[src/rtl/alu_exec_unit.sv]
// Registered ALU execution stage: single-cycle add/complement/and/xor/diff, iterative 1-bit-per-cycle shifter.
// Define ALU_BARREL_SHIFT_EN to replace the iterative shifter with a single-cycle barrel shifter.
module alu_exec_unit #(
  parameter int WIDTH = 32
) (
  input  logic             clk,
  input  logic             rst,
  input  logic             start,
  input  logic [2:0]       control,
  input  logic             select,
  input  logic [WIDTH-1:0] op_a,
  input  logic [WIDTH-1:0] op_b,
  input  logic [4:0]       shamt,
  output logic             busy,
  output logic             done,
  output logic [WIDTH-1:0] result,
  output logic             carry,
  output logic             zero,
  output logic             sign
);
  localparam logic [1:0] IDLE  = 2'd0;
  localparam logic [1:0] SHIFT = 2'd1;
  localparam logic [1:0] DONE  = 2'd2;

  logic [1:0]       state;
  logic [4:0]       shcnt;
  logic [WIDTH:0]   sum;
  logic [5:0]       diff_idx;
  logic [WIDTH-1:0] alu_res;
  logic             alu_carry;
  logic             go_shift;

  assign shcnt = select ? shamt : op_b[4:0];
  assign busy  = (state != IDLE);
  assign done  = (state == DONE);

  always_comb begin
    sum      = {1'b0, op_a} + {1'b0, op_b};
    diff_idx = 6'd32;
    for (int i = WIDTH-1; i >= 0; i--)
      if (op_a[i] != op_b[i]) diff_idx = 6'(i);
    alu_res   = '0;
    alu_carry = 1'b0;
    case (control)
      3'b000: begin
        alu_res   = sum[WIDTH-1:0];
        alu_carry = sum[WIDTH];
      end
      3'b001: begin
        alu_res   = (~op_b) + WIDTH'(1);
        alu_carry = (op_b == '0);
      end
      3'b010: alu_res = op_a & op_b;
      3'b011: alu_res = op_a ^ op_b;
      3'b100: alu_res = {{(WIDTH-6){1'b0}}, diff_idx};
`ifdef ALU_BARREL_SHIFT_EN
      // Extra guard bit on the far side of the shift catches the last bit shifted out.
      3'b101:  {alu_carry, alu_res} = {1'b0, op_a} << shcnt;
      3'b110:  {alu_res, alu_carry} = {op_a, 1'b0} >> shcnt;
      default: {alu_res, alu_carry} = $signed({op_a, 1'b0}) >>> shcnt;
`else
      // Only reached for shifts with a zero count; nonzero counts go through SHIFT.
      default: alu_res = op_a;
`endif
    endcase
  end

`ifdef ALU_BARREL_SHIFT_EN
  assign go_shift = 1'b0;
`else
  logic [WIDTH-1:0] work;
  logic [4:0]       cnt;
  logic [1:0]       sh_op;
  logic [WIDTH-1:0] sh_nxt;
  logic             sh_out;

  assign go_shift = control[2] && (control[1:0] != 2'b00) && (shcnt != 5'd0);

  always_comb begin
    case (sh_op)
      2'b10: begin
        sh_nxt = {1'b0, work[WIDTH-1:1]};
        sh_out = work[0];
      end
      2'b11: begin
        sh_nxt = {work[WIDTH-1], work[WIDTH-1:1]};
        sh_out = work[0];
      end
      default: begin
        sh_nxt = {work[WIDTH-2:0], 1'b0};
        sh_out = work[WIDTH-1];
      end
    endcase
  end

  always_ff @(posedge clk) begin
    if (rst) begin
      work  <= '0;
      cnt   <= '0;
      sh_op <= '0;
    end else if (state == IDLE) begin
      if (start) begin
        work  <= op_a;
        cnt   <= shcnt;
        sh_op <= control[1:0];
      end
    end else if (state == SHIFT) begin
      work <= sh_nxt;
      cnt  <= cnt - 5'd1;
    end
  end
`endif

  always_ff @(posedge clk) begin
    if (rst) begin
      state  <= IDLE;
      result <= '0;
      carry  <= 1'b0;
      zero   <= 1'b0;
      sign   <= 1'b0;
    end else begin
      case (state)
        IDLE:
          if (start) begin
            if (go_shift) begin
              state <= SHIFT;
            end else begin
              result <= alu_res;
              carry  <= alu_carry;
              zero   <= (alu_res == '0);
              sign   <= alu_res[WIDTH-1];
              state  <= DONE;
            end
          end
`ifdef ALU_BARREL_SHIFT_EN
        SHIFT: state <= IDLE;
`else
        SHIFT:
          if (cnt == 5'd1) begin
            result <= sh_nxt;
            carry  <= sh_out;
            zero   <= (sh_nxt == '0);
            sign   <= sh_nxt[WIDTH-1];
            state  <= DONE;
          end
`endif
        DONE:    state <= IDLE;
        default: state <= IDLE;
      endcase
    end
  end
endmodule

[config.mk]
export PLATFORM = sky130hd
export DESIGN_NAME = alu_exec_unit
export DESIGN_NICKNAME = d
export VERILOG_FILES = /design/src/rtl/alu_exec_unit.sv
export SDC_FILE = /design/constraint.sdc
export NUM_CORES = 1
export LEC_CHECK = 0
export ABC_AREA = 1
export CORE_UTILIZATION = 35
export CTS_CLUSTER_SIZE = 25
export DETAILED_ROUTE_END_ITERATION = 10
export GPL_TIMING_DRIVEN = 0
export PLACE_DENSITY = 0.53
export SLEW_MARGIN = 25
export SYNTH_ARGS = -nofsm -noshare
export SYNTH_HDL_FRONTEND = slang
export SYNTH_SLANG_ARGS = --single-unit
[constraint.sdc]
create_clock -name clk -period 6.4 [get_ports clk]
set_input_delay 1.28 -clock clk [delete_from_list [all_inputs] [get_ports clk]]
set_output_delay 1.28 -clock clk [all_outputs]
set_load 0.1 [all_outputs]
## Yosys cells after proc, flatten, opt, wreduce, memory -nomap -nowiden

Cells that the tools add are included.
Widths: inputs -> output; s select.

- Flip-flop bits (word level): 76
- Input bits: 76
- Word-level logic and storage cells: 137

- Bitwise logic cells: 3
- Muxes and demuxes: 63
- Add/sub/neg operators: 3
- Reduce and logical (&&, ||, !) cells: 16
- Eq/ne operators: 44

Operators by type and width:

| operator | count |
|---|---|
| $mux 32 | 6 |
| $mux 6 | 32 |
| $pmux 32 s5 | 1 |
| $pmux 32 s2 | 2 |
| $logic_not 32->1 | 3 |
| $add 32x32->33 | 1 |
| $add 32x1->32 const B | 1 |
| $and 32x32->32 | 1 |
| $ne 1x1->1 | 32 |
| $not 32->32 | 1 |
| $xor 32x32->32 | 1 |
| $mux 5 | 4 |
| $mux 1 | 10 |
| $pmux 1 s2 | 4 |
| $eq 2x2->1 const B | 3 |
| $eq 3x2->1 const B | 2 |
| $mux 2 | 3 |
| $reduce_and 2->1 | 3 |
| $reduce_bool 2->1 | 3 |
| $eq 5x1->1 const B | 1 |
| $reduce_bool 5->1 | 1 |
| $sub 5x1->5 const B | 1 |
| $ne 2x2->1 const B | 2 |
| $pmux 2 s2 | 1 |
| 9 further kinds | 10 |

## Depth between registers and ports, before layout

- Word-level depth: 38
- Depth in mapped cells: 38

## Worst setup path after synthesis

Ideal clock, no wire load.

- Path kind: input-to-reg
- From: in op_a[2]
- To: reg zero
- Data arrival time: 3.593 ns
- Stages: 24
- Library setup time: 0.069 ns
- Data required time: 6.331 ns
- Path slack: 2.738 ns
- Cell sequence: ha_1 buf_2 nand3_1 nand2_1 nand2_1 nand2_1 a21oi_1 nor2_1 nor2_1 o21ai_1 nand3_1 nand2_1 nand2_1 o21ai_1 inv_2 o21bai_1 a21oi_1 o21ai_0 nand3_1 nor2_1 nand2_1 nor2_1 nand2_1 a21oi_2

- Word-level cells in the longest chain between the ends: 9
- Elaborated cells between the ends (all ways): 12
- Classes of those cells: 1 x add/sub; 1 x eq/ne; 7 x mux; 2 x bitwise; 1 x reduce/logical

RTL lines:

| element | RTL line | text |
|---|---|---|
| from (decl) | 11 | `input logic [WIDTH-1:0] op_a,` |
| parallel branches: the longest is 4 deep, another holds $add 32x32->33 | -- |  |
| $pmux 32 s5 * | 44 | `case (control)` |
| $logic_not 32->1 * | 130 | `zero <= (alu_res == '0);` |
| $mux 1 * | 125 | `if (go_shift) begin` |
| $mux 1 * | 124 | `if (start) begin` |
| $pmux 1 s2 * | 122 | `case (state)` |
| to (signal assigned) | 130 |  |
| to (signal assigned) | 142 | `zero <= (sh_nxt == '0);` |
| to (decl) | 18 | `output logic zero,` |

Every way passes the cells marked *. The select of a mux whose other input is x is not followed.
A chain may end at the register's enable or synchronous reset.

## Worst setup path in the final report

- From: in op_b[0]
- To: reg zero

- Word-level cells in the longest chain between the ends: 7
- Elaborated cells between the ends (all ways): 17
- Classes of those cells: 2 x add/sub; 2 x eq/ne; 6 x mux; 3 x bitwise; 4 x reduce/logical

RTL lines:

| element | RTL line | text |
|---|---|---|
| from (decl) | 12 | `input logic [WIDTH-1:0] op_b,` |
| $not 32->32 or $ne 1x1->1 (tied branches) | 50, 41 |  |
| $add 32x1->32 or $mux 6 (tied branches) | 50, 41 |  |
| $pmux 32 s5 | 44 |  |
| $logic_not 32->1 | 130 |  |
| $mux 1 | 125 |  |
| $mux 1 | 124 |  |
| $pmux 1 s2 | 122 |  |

Parallel ways exist; a longest one is shown, timed or not. The select of a mux whose other input is x is not followed.

==> summary.md <==
| Metric | Value |
|---|---|
| Status | `completed` |
| WP data arrival | `5.13 ns` |
| Max-cap violation count | `0` |
| Final min period | `4.86 ns` |
| Main combinational cell family by area after synthesis | `simple AND/OR/NAND/NOR gates` |
| Io pins | `113` |
| RSZ-0062 raised after global routing | `no` |
| CP peak stage delay | `0.54 ns` |
| Sw Ratio | `0.453` |
| Worst Reg-to-Reg Cells | `10` |
| Cell area after layout | `9230 um2` |
| Flops & latches, synth | `75` |
| Simple-Gate Fraction of Synth Area | `0.333` |
| Vias in the first global route | `8739` |
| Nets@finish | `1499` |
| Synth top area cells | `dfxtp_1 20%, nand2_1 15%, a21oi_1 9.8%` |
| DP HPWL | `26000 um` |
| Synth Warn # | `0` |
| Fill cells | `2314` |
| Post-DP Area | `8980 um2` |
| FF-to-FF setup slack | `3.02 ns` |
| Share of the synthesized area in the top cell type | `0.200` |
| Total congestion overflow | `0` |
| Crit path buffers/inverters | `4` |
| Worst Hold Path EP | `result[23]` |
| CP Capture Type | `register` |
| Gate count of the mapped netlist | `1264` |
| Reg clk slew, reported paths | `0.06 ns` |
| Die height | `148 um` |
| Skew final | `0.00599 ns` |
| Fin. Hold Viols | `0` |
| Flop pwr share | `0.291` |
| Detail Route Antenna Nets | `0` |
| Synth Area in Compound Gates | `0.309` |
| Slew HR | `0.322` |
| Leak | `3.73 nW` |
| Syn Std Cell Area | `7510 um2` |
| Top FF cell, synth | `dfxtp_1` |
| Setup TNS | `0 ns` |
| # Post-CTS Setup Buffers | `0` |
| Placer Congestion | `0.936` |
| Synth Area in XOR/XNOR | `0.00233` |
| DR DRC count | `0` |
| Critical Path Fanout Max | `4` |
| Worst r2r src | `state[0]` |
| Fin crit share | `0.759` |
| Proportion of layout cells with a drive suffix above 1 | `0.0431` |
| Fmax | `206 MHz` |
| Post-synth EDFFs | `0` |
| Die W | `148 um` |
| Core Rows | `53` |
| Total number of vias | `9544` |
| First-pass GRT wire length | `50000 um` |
| Largest net degree at the start of global routing | `12` |
| CTS Buf Count | `9` |
| Ant. Diodes | `0` |
| Int Power | `0.00105 W` |
| TritonCTS Sinks | `75` |
| Crit path max-delay family | `simple AND/OR/NAND/NOR gates` |
| Initial core utilization | `0.357` |
| Synth unique cells | `51` |
| Core Box Area | `21000 um2` |
| Pwr per Cell Area | `207 nW/um2` |
| GRT Util Overall | `0.294` |
| Post-Route WL | `32400 um` |
| Final setup vio count | `0` |
| Vias per Instance | `5.73` |
| Clk pwr share | `0.237` |
| Hold_sp | `result[23]` |
| 1st-iter DRT viols | `863` |
| Clock root buffer master | `clkbuf_16` |
| Worst-skew pair later-pin latency | `0.34 ns` |
| Util after Layout | `0.439` |
| Port bufs | `111` |
| Net switching power | `0.000867 W` |
| Worst min path class | `register to register` |
| Initial antenna violation count | `0` |
| Crit. Startpoint | `op_b[0]` |
| Hold Path Cell Cnt | `2` |
| Htree depth | `3` |
| Area Growth Syn to Fin | `22.9%` |
| Pins Over Slew Limit | `0` |
| Avg Cell Area, Syn | `5.94 um2` |
| TritonRoute pass-1 iters | `5` |
| Kind of critical path | `primary input to register` |
| Post-CTS Resized | `0` |
| Worst slew pin tran | `1.01 ns` |
| TritonCTS clock tree | `yes` |
| Synth async-reset ratio | `0` |
| Number of hold buffers added after cts | `0` |
| Reg-to-Reg End | `result[22]` |
| CP max-delay cell | `clkdlybuf4s50_1` |
| Syn nets | `1376` |
| VDD IR-drop max | `132 uV` |
| Wire per inst | `19.5 um` |
| Worst Hold Slack | `0.461 ns` |
| Mux cell area share after synthesis | `0.00133` |
| CP Launch Type | `primary input` |
| Clk buf depth | `2` |
| Area share of fa/ha/maj cells after synthesis | `0.0610` |
| CP required | `6.68 ns` |
| Largest area contributor in the netlist | `dfxtp_1` |
| Register area share after synthesis | `0.200` |
| Comb pwr share | `0.472` |
| Die footprint | `22000 um2` |
==> layout make-up <==
cell class,count,area (um2),area share
multi-input combinational,1004,5310,0.575
sequential,75,1500,0.163
timing repair buffer,112,1120,0.121
inverter,114,428,0.0463
tap,275,344,0.0373
buffer,71,273,0.0295
clock buffer,13,240,0.0260
clock inverter,3,15.0,0.00163
==> power groups by stage <==
stage / combinational [W] / clock, W / sequential, W
global placement: 0.000885 / 0 / 0.000565
global route: 0.000980 / 0.000483 / 0.000563
floorplan: 0.000456 / 0 / 0.000701
CTS: 0.000888 / 0.000460 / 0.000556
detailed placement: 0.000885 / 0 / 0.000564
finish: 0.000902 / 0.000454 / 0.000557
==> how the worst max path moves through the flow <==
stage                     endpoint  slack [ns]  cells after the start
after floorplan               zero        2.74                     24
after global placement        zero        1.20                     18
after detailed placement      zero        1.19                     27
after CTS                     zero        1.53                     27
after global routing          zero        1.16                     25
final                         zero        1.54                     27
==> cells by family after synthesis <==
logic type,count (synthesis)
compound gates,406
xor+xnor,2
fa+ha+maj,36
buf+inv,185
flops,75
mux,1
simple gates,559
==> registers in the layout, summed over array words and instances (netlist names) <==
signal	count
work	32
zero	1
state	2
result	32
cnt	5
sh_op	2
carry	1
==> metrics by stage <==
stage / std cells / total power, W / worst slack, ns
final: 1667 / 0.00191 / 1.54
after global routing: 1667 / 0.00203 / 1.16
after floorplan: 1264 / 0.00116 / 2.74
after detailed placement: 1651 / 0.00145 / 1.19
after CTS: 1667 / 0.00190 / 1.53
after global placement: 1650 / 0.00145 / 1.20
==> tightest hold or removal path, stage by stage, from the launching register on <==
cell	delay [ns]
dfxtp_1	0.30
nand2_1	0.06
a21oi_1	0.05
==> synthesized netlist by cell type (10+ instances only) <==
cell / count
dfxtp_1: 75
o22ai_1: 31
nand4_1: 24
ha_1: 35
a21oi_1: 147
a22oi_1: 10
nand2_1: 309
nor4_1: 13
a31oi_1: 21
nand3_1: 63
clkbuf_1: 68
o21ai_0: 121
o21ai_1: 17
inv_1: 104
o211ai_1: 17
nor3_1: 20
nor2_1: 95
==> per-layer routing <==
layer | GRT usage | share of wire | vias to the layer above
met2 | 0.469 | 0.45 | 445
met5 | 0 | 0 | -
li1 | - | - | 4658
met3 | 0.0331 | 0.074 | 46
met1 | 0.417 | 0.46 | 4395
met4 | 0.0768 | 0.021 | 0
==> placed cells by master, fill, tap and decap left out, drive strengths merged, types with 2 or more instances in the layout <==
master	n
nor4	13
o211ai	17
clkdlybuf4s50	111
clkbuf	81
clkinv	7
o22ai	31
o221ai	7
dfxtp	75
buf	4
o211a	2
nor2	104
a22oi	10
nand3	66
a31oi	21
nand4	27
ha	35
o31ai	6
nand2	316
o2111ai	6
inv	110
a21oi	149
o21ai	138
nor3	23
a221oi	9
or2	8
o21bai	4
Note: power is estimated with default switching activity, not from simulation.
